<file path="config.mk">
export PLATFORM = sky130hd
export DESIGN_NAME = ir_prefetch_dispatch
export DESIGN_NICKNAME = d
export VERILOG_FILES = /design/src/rtl/ir_prefetch_dispatch_pkg.sv /design/src/rtl/ir_prefetch_dispatch_fifo.sv /design/src/rtl/ir_prefetch_dispatch.sv
export SDC_FILE = /design/constraint.sdc
export NUM_CORES = 1
export LEC_CHECK = 0
export CORE_MARGIN = 2
export CORE_UTILIZATION = 47
export CTS_CLUSTER_SIZE = 16
export DETAILED_ROUTE_END_ITERATION = 16
export GPL_TIMING_DRIVEN = 0
export PLACE_DENSITY_LB_ADDON = 0.3
export SETUP_SLACK_MARGIN = 0.3
export SYNTH_ARGS = -nofsm -noshare
export SYNTH_HDL_FRONTEND = slang
export SYNTH_HIERARCHICAL = 1
export SYNTH_SLANG_ARGS = --single-unit
</file>
<file path="constraint.sdc">
create_clock -name clk -period 3.14 [get_ports clk]
set_input_delay 0.785 -clock clk [delete_from_list [all_inputs] [get_ports clk]]
set_output_delay 0.785 -clock clk [all_outputs]
set_load 0.02 [all_outputs]
</file>
<file path="src/rtl/ir_prefetch_dispatch_pkg.sv">
// ----------------------------------------------------------------------------
// ir_pkg
// Shared types and helpers for the IR prefetch / DRAM dispatch stage.
//   dram_word_t  : field layout of one dispatch RAM word (A, B, PAR, J, JX)
//   disp_state_t : lookup sequencer states
//   OPC_JRST     : opcode that takes its J field from the AC bits
//   dram_addr_f  : dispatch RAM address formation from an IR word
// Bit numbering follows the machine documents: IR bit 0 is the MSB, so
// IR[k] lives at vector index 12-k of a 13-bit word.
// ----------------------------------------------------------------------------
package ir_pkg;

    localparam int LAT_W = 3;

    localparam logic [8:0] OPC_JRST = 9'o254;

    typedef enum logic [1:0] {
        IDLE,
        ISSUE,
        WAIT,
        HOLD
    } disp_state_t;

    typedef struct packed {
        logic [2:0] a;
        logic [2:0] b;
        logic       par;
        logic [3:0] j;
        logic [3:0] jx;
    } dram_word_t;

    // I/O class opcodes (IR[0:2] == 7) fold the device field into the
    // address when the diagnostic enable is on: IR[7:9] is forced to all
    // ones when IR[3:6] are all ones, and IR[3:6] themselves drop out.
    function automatic logic [8:0] dram_addr_f(input logic [12:0] ir_w,
                                               input logic        io_en);
        logic       io7;
        logic [2:0] mid;
        io7 = (ir_w[12:10] == 3'o7) && io_en;
        mid = ir_w[5:3] | {3{&ir_w[9:6]}};
        if (io7) begin
            return {ir_w[12:10], mid, ir_w[2:0]};
        end
        return ir_w[12:4];
    endfunction

endpackage

</file>
<file path="src/rtl/ir_prefetch_dispatch_fifo.sv">
// ----------------------------------------------------------------------------
// ir_fifo
// DEPTH x WIDTH first-word-fall-through queue with an occupancy count.
// Ports:
//   clk, reset      : clock, asynchronous active-high reset
//   clear           : synchronous empty (pointers and count to zero)
//   push / wdata    : write a word when not full
//   pop  / rdata    : rdata always shows the head; pop advances when not empty
//   count           : current occupancy, 0..DEPTH
//   full / empty    : occupancy flags derived from count
// DEPTH must be a power of two so the pointers wrap by plain overflow.
// ----------------------------------------------------------------------------
module ir_fifo #(
    parameter int DEPTH = 4,
    parameter int WIDTH = 13
) (
    input  logic                     clk,
    input  logic                     reset,
    input  logic                     clear,
    input  logic                     push,
    input  logic [WIDTH-1:0]         wdata,
    input  logic                     pop,
    output logic [WIDTH-1:0]         rdata,
    output logic [$clog2(DEPTH):0]   count,
    output logic                     full,
    output logic                     empty
);

    localparam int PTR_W = $clog2(DEPTH);
    localparam int CNT_W = PTR_W + 1;

    logic [WIDTH-1:0] mem [DEPTH];
    logic [PTR_W-1:0] wr_ptr;
    logic [PTR_W-1:0] rd_ptr;
    logic             do_push;
    logic             do_pop;

    assign full    = (count == CNT_W'(DEPTH));
    assign empty   = (count == '0);
    assign do_push = push & ~full;
    assign do_pop  = pop & ~empty;
    assign rdata   = mem[rd_ptr];

    // Storage array needs no reset; only slots behind the count are read.
    always_ff @(posedge clk) begin
        if (do_push) begin
            mem[wr_ptr] <= wdata;
        end
    end

    // Pointer and count bookkeeping. A simultaneous push and pop moves both
    // pointers and leaves the count alone. Clear beats any push or pop.
    always_ff @(posedge clk or posedge reset) begin
        if (reset) begin
            wr_ptr <= '0;
            rd_ptr <= '0;
            count  <= '0;
        end else if (clear) begin
            wr_ptr <= '0;
            rd_ptr <= '0;
            count  <= '0;
        end else begin
            if (do_push) begin
                wr_ptr <= wr_ptr + PTR_W'(1);
            end
            if (do_pop) begin
                rd_ptr <= rd_ptr + PTR_W'(1);
            end
            if (do_push && !do_pop) begin
                count <= count + CNT_W'(1);
            end else if (do_pop && !do_push) begin
                count <= count - CNT_W'(1);
            end
        end
    end

endmodule

</file>
<file path="src/rtl/ir_prefetch_dispatch.sv">
// ----------------------------------------------------------------------------
// ir_prefetch_dispatch
// Instruction register with a prefetch queue ahead of it and a sequenced
// lookup into an external dispatch RAM. One dispatch result is held with a
// valid/ack handshake until the consumer takes it.
// Ports:
//   clk, reset                      : clock, asynchronous active-high reset
//   in_valid / in_ready / in_word   : instruction word source
//   flush                           : drop queue and any lookup in progress
//   en_io_jrst_set/clr, en_ac_set/clr : sticky diagnostic enables
//   dram_en / dram_addr / dram_rdata: dispatch RAM read port
//   disp_valid / disp_ack           : held result handshake
//   ir, ac                          : current IR and (gated) AC field
//   dram_a, dram_b, dram_j          : captured dispatch fields
//   jrst0                           : IR is exactly 254,0
//   par_err                         : captured word had even parity
//   q_count                         : prefetch queue occupancy
// Field layout is fixed: IR 13 bits, dispatch word 15 bits, address 9 bits.
// ----------------------------------------------------------------------------
module ir_prefetch_dispatch
    import ir_pkg::*;
#(
    parameter int DEPTH          = 4,
    parameter int IR_WIDTH       = 13,
    parameter int DRAM_WIDTH     = 15,
    parameter int DRAM_ADDR_BITS = 9,
    parameter int DRAM_LATENCY   = 1
) (
    input  logic                      clk,
    input  logic                      reset,
    input  logic                      in_valid,
    output logic                      in_ready,
    input  logic [IR_WIDTH-1:0]       in_word,
    input  logic                      flush,
    input  logic                      en_io_jrst_set,
    input  logic                      en_io_jrst_clr,
    input  logic                      en_ac_set,
    input  logic                      en_ac_clr,
    output logic                      dram_en,
    output logic [DRAM_ADDR_BITS-1:0] dram_addr,
    input  logic [DRAM_WIDTH-1:0]     dram_rdata,
    output logic                      disp_valid,
    input  logic                      disp_ack,
    output logic [IR_WIDTH-1:0]       ir,
    output logic [3:0]                ac,
    output logic [2:0]                dram_a,
    output logic [2:0]                dram_b,
    output logic [3:0]                dram_j,
    output logic                      jrst0,
    output logic                      par_err,
    output logic [$clog2(DEPTH):0]    q_count
);

    disp_state_t         state;
    disp_state_t         state_nxt;
    logic                fifo_full;
    logic                fifo_empty;
    logic [IR_WIDTH-1:0] head_word;
    logic                push;
    logic                pop;
    logic                capture;
    logic                lat_done;
    logic                en_io_jrst;
    logic                en_ac;
    logic                ir_io_en;
    logic [LAT_W-1:0]    lat_cnt;
    dram_word_t          rword;

    assign in_ready = ~fifo_full;
    assign push     = in_valid & in_ready & ~flush;
    assign rword    = dram_word_t'(dram_rdata);
    assign lat_done = (lat_cnt == LAT_W'(1));

    ir_fifo #(
        .DEPTH (DEPTH),
        .WIDTH (IR_WIDTH)
    ) u_fifo (
        .clk   (clk),
        .reset (reset),
        .clear (flush),
        .push  (push),
        .wdata (in_word),
        .pop   (pop),
        .rdata (head_word),
        .count (q_count),
        .full  (fifo_full),
        .empty (fifo_empty)
    );

    // Sticky diagnostic enables. Clear has priority over a same-cycle set.
    // They are only sampled when a word is loaded into the IR.
    always_ff @(posedge clk or posedge reset) begin
        if (reset) begin
            en_io_jrst <= 1'b0;
            en_ac      <= 1'b0;
        end else begin
            if (en_io_jrst_clr) begin
                en_io_jrst <= 1'b0;
            end else if (en_io_jrst_set) begin
                en_io_jrst <= 1'b1;
            end
            if (en_ac_clr) begin
                en_ac <= 1'b0;
            end else if (en_ac_set) begin
                en_ac <= 1'b1;
            end
        end
    end

    // Sequencer state register.
    always_ff @(posedge clk or posedge reset) begin
        if (reset) begin
            state <= IDLE;
        end else begin
            state <= state_nxt;
        end
    end

    // Next-state logic. An ack with more work queued goes straight back to
    // ISSUE so back-to-back dispatches skip the IDLE cycle. Flush always
    // lands in IDLE regardless of where the lookup was.
    always_comb begin
        state_nxt = state;
        case (state)
            IDLE:    if (!fifo_empty) state_nxt = ISSUE;
            ISSUE:   state_nxt = WAIT;
            WAIT:    if (lat_done) state_nxt = HOLD;
            HOLD:    if (disp_ack) state_nxt = fifo_empty ? IDLE : ISSUE;
            default: state_nxt = IDLE;
        endcase
        if (flush) begin
            state_nxt = IDLE;
        end
    end

    // Per-state control. Flush suppresses the pop (so ir/ac keep their
    // values), the RAM strobe and the capture of any returning data.
    always_comb begin
        pop        = 1'b0;
        capture    = 1'b0;
        dram_en    = 1'b0;
        disp_valid = 1'b0;
        case (state)
            IDLE:  pop = ~fifo_empty;
            ISSUE: dram_en = 1'b1;
            WAIT:  capture = lat_done;
            HOLD: begin
                disp_valid = 1'b1;
                pop        = disp_ack & ~fifo_empty;
            end
            default: ;
        endcase
        if (flush) begin
            pop     = 1'b0;
            capture = 1'b0;
            dram_en = 1'b0;
        end
    end

    // IR load, latency countdown and dispatch capture. The io enable is
    // latched alongside the IR so the address stays consistent for the
    // whole lookup even if the enable is toggled mid-flight. The counter is
    // loaded in ISSUE and the capture fires on the WAIT cycle where it
    // would reach zero, which is DRAM_LATENCY cycles after the strobe.
    always_ff @(posedge clk or posedge reset) begin
        if (reset) begin
            ir       <= '0;
            ac       <= '0;
            ir_io_en <= 1'b0;
            lat_cnt  <= '0;
            dram_a   <= '0;
            dram_b   <= '0;
            dram_j   <= '0;
            par_err  <= 1'b0;
        end else begin
            if (pop) begin
                ir       <= head_word;
                ac       <= en_ac ? head_word[3:0] : 4'd0;
                ir_io_en <= en_io_jrst;
            end
            if (state == ISSUE) begin
                lat_cnt <= LAT_W'(DRAM_LATENCY);
            end else if (state == WAIT && lat_cnt != '0) begin
                lat_cnt <= lat_cnt - LAT_W'(1);
            end
            if (capture) begin
                dram_a  <= rword.a;
                dram_b  <= rword.b;
                dram_j  <= (ir[12:4] == OPC_JRST) ? ir[3:0] : rword.jx;
                par_err <= ~^rword;
            end
        end
    end

    assign dram_addr = dram_addr_f(ir, ir_io_en);
    assign jrst0     = (ir == {OPC_JRST, 4'd0});

endmodule

</file>
==> impl_metrics.env <==
export IMPL_grt_pass1_vias=2733
export IMPL_fin_crit_ns=2.76
export IMPL_pin_count=81
export IMPL_r2r_slack_ns=0.40
export IMPL_port_buffers=80
export IMPL_synthesis_area_um2=4320
export IMPL_crit_required_ns=3.43
export IMPL_period_share=0.880
export IMPL_synth_yosys_seq_area_share=0.610
export IMPL_synth_seq_cells=95
export IMPL_gp_congestion=0.810
export IMPL_async_reset_ff_frac=0.453
export IMPL_fin_ws_ns=0.376
export IMPL_viasPerCell=5.32
export IMPL_final_common_cell="clkdlybuf4s50_1"
export IMPL_cp_end_kind="flop"
export IMPL_num_antenna_cells=0
export IMPL_synth_area_per_cell_um2=14.6
export IMPL_final_cell_mix="clkdlybuf4s50_1 (76), edfxtp_1 (52), dfrtp_1 (43)"
export IMPL_relSlewSlack=0.367
export IMPL_wl_per_cell_um=17.0
export IMPL_cts_buffer_depth=2
export IMPL_clock_sinks=95
export IMPL_hpwl_um=6120
export IMPL_powerDensity_nw_per_um2=802
export IMPL_hold_class="flop to flop"
export IMPL_worst_slew_pin_slew_ns=0.948
export IMPL_gr_max_usage_layer="met2"
export IMPL_die_w_um=99.9
export IMPL_ys_warn_count=6
export IMPL_antenna_left=0
export IMPL_drive_above_1_share=0.190
export IMPL_status="complete, no violations"
export IMPL_place_ws_ns=-0.692
export IMPL_synth_cell_types=49
export IMPL_peakVddDrop_uv=311
export IMPL_routed_wl_um=8610
export IMPL_syn_nets=346
export IMPL_syn_inst=297
export IMPL_track_usage=0.175
export IMPL_cpPeakStageDelay_ns=0.38
export IMPL_core_area_um2=8810
export IMPL_slew_viol_final=0
export IMPL_root_buffer="clkbuf_8"
export IMPL_cts_tree="yes"
export IMPL_area_delta_synth_final_pct=28.5
export IMPL_met1_usage=0.228
export IMPL_htree_levels=3
export IMPL_nNetsFinal=443
export IMPL_path_max_fanout=10
export IMPL_drtIter0Drc=119
export IMPL_grt_util_met3=0.0362
export IMPL_cap_violations=0
export IMPL_dieArea_um2=9980
export IMPL_cts_buffers_inserted=9
export IMPL_rsz0062_at_grt="false"
export IMPL_insertion_delay_ns=0.36
export IMPL_arrival_ns=3.05
export IMPL_synth_flop_cell="edfxtp_1"
export IMPL_max_freq_ghz=0.362
export IMPL_drtPass1Iterations=8
export IMPL_crit_top_cell="buf_6"
export IMPL_dieHeight_um=99.9
export IMPL_power_leakage_nw=2.20
export IMPL_grt_util_met2=0.298
export IMPL_hold_viol=0
export IMPL_grt_pass1_wl_um=13500
export IMPL_synth_edf_count=52
export IMPL_cp_start_kind="input port"
export IMPL_path_cells="dlygate4sd2_1 > nor4_4 > buf_6 > buf_6 > o21ai_1 > and3_1 > fa_2 > a21bo_2 > a311oi_2 > o311a_1"
export IMPL_cp_slowest_cell="fa_2"
export IMPL_clkTransAtPathRegs_ns=0.10
export IMPL_vias=2698
export IMPL_crit_type="input port to flop"
export IMPL_p_total_w=0.00445
export IMPL_crit_buf_inv=3
export IMPL_rows=34
export IMPL_grt_antenna_before_repair=0
export IMPL_cts_hold_buf=0
export IMPL_grt_max_degree=24
export IMPL_fin_skew_ns=0.0164
export IMPL_holdWs_ns=0.512
export IMPL_setup_violations=0
export IMPL_grt_ovfl_total=0
export IMPL_drc=0
export IMPL_path_delay_family="compound AO/OA/AOI/OAI gates"
export IMPL_start_util=0.491
## kinds of logic after synthesis
group	share of synthesized area
flip-flops	0.610
AND/OR/NAND/NOR	0.0730
multiplexers	0.140
AO/OA/AOI/OAI	0.0576
buffers and inverters	0.0452
XOR/XNOR	0.0379
adder cells (fa/ha/maj)	0.0365
## registers in the layout, indices dropped and copies added (netlist names), 2 cells and up
name / count
ir: 13
dram_a: 3
u_fifo/rd_ptr: 2
dram_j: 4
ac: 4
state: 2
u_fifo/count: 3
u_fifo/wr_ptr: 2
u_fifo/mem: 52
lat_cnt: 3
dram_b: 3
## power by group
| group | switching, W | total, W | internal, W |
|---|---|---|---|
| sequential | 0.000209 | 0.00178 | 0.00157 |
| combinational | 0.000906 | 0.00186 | 0.000956 |
| clock | 0.000490 | 0.000810 | 0.000320 |
## cell type report
type / instances / area [um^2]
well taps: 108 / 135
clock inverters: 7 / 78.8
fillers: 641 / 3250
inverters: 23 / 87.6
repair buffers: 86 / 852
flip-flops and latches: 95 / 2640
plain buffers: 16 / 124
multi-input cells: 163 / 1510
clock buffers: 9 / 124
## Yosys cell counts (all sizes together), types with 2 or more instances
cell type | n | area (um^2)
edfxtp | 52 | 1560
inv | 22 | 82.6
nor2 | 20 | 75.1
and3 | 8 | 50.1
a21oi | 10 | 50.1
nor3b | 2 | 20.0
nor3 | 2 | 10.0
nand4 | 2 | 12.5
buf | 15 | 104
xnor3 | 3 | 67.6
xor2 | 3 | 26.3
xnor2 | 8 | 70.1
dfrtp | 43 | 1080
nand2b | 3 | 18.8
mux2i | 7 | 70.1
mux2 | 21 | 240
a21o | 2 | 15.0
o31ai | 2 | 15.0
nand2 | 5 | 18.8
o21ai | 16 | 80.1
nand3b | 2 | 15.0
nand3 | 6 | 30.0
mux4 | 13 | 293
ha | 11 | 138
## path summary, 6_finish.rpt
kind	from	to	depth (start not counted)
setup / recovery	flush	u_fifo/count[2]$_DFFE_PP0P_	10
hold / removal	dram_a[1]$_DFFE_PP0P_	dram_a[1]$_DFFE_PP0P_	1
setup reg to reg	u_fifo/count[1]$_DFFE_PP0P_	u_fifo/count[2]$_DFFE_PP0P_	11
hold reg to reg	dram_a[1]$_DFFE_PP0P_	dram_a[1]$_DFFE_PP0P_	1
max in group asynchronous	reset	ir_io_en$_DFFE_PP0P_	3
min in group asynchronous	reset	u_fifo/rd_ptr[0]$_DFFE_PP0P_	2
## what timing repair did
action / 4_1_cts / 5_1_grt
endpoints found under the setup margin: 12 / 35
gates resized for setup: 4 / 6
setup buffers: 3 / 2
pin swaps: 3 / 2
## stage by stage
step	cells	utilization	TNS, ns	cell area, um^2
after floorplan	297	-	0	4350
after global placement	485	0.600	-4.42	5290
after detailed placement	486	0.602	-3.22	5300
after CTS	505	0.627	0	5530
after global routing	507	0.631	0	5550
final	507	0.631	0	5550
## routing by layer
metal  share of wire  routed length (um)
met5               0                   0
met4          0.0076                  65
met3           0.050                 431
met2            0.50                4260
met1            0.45                3850
(Power assumes the default switching activity.)
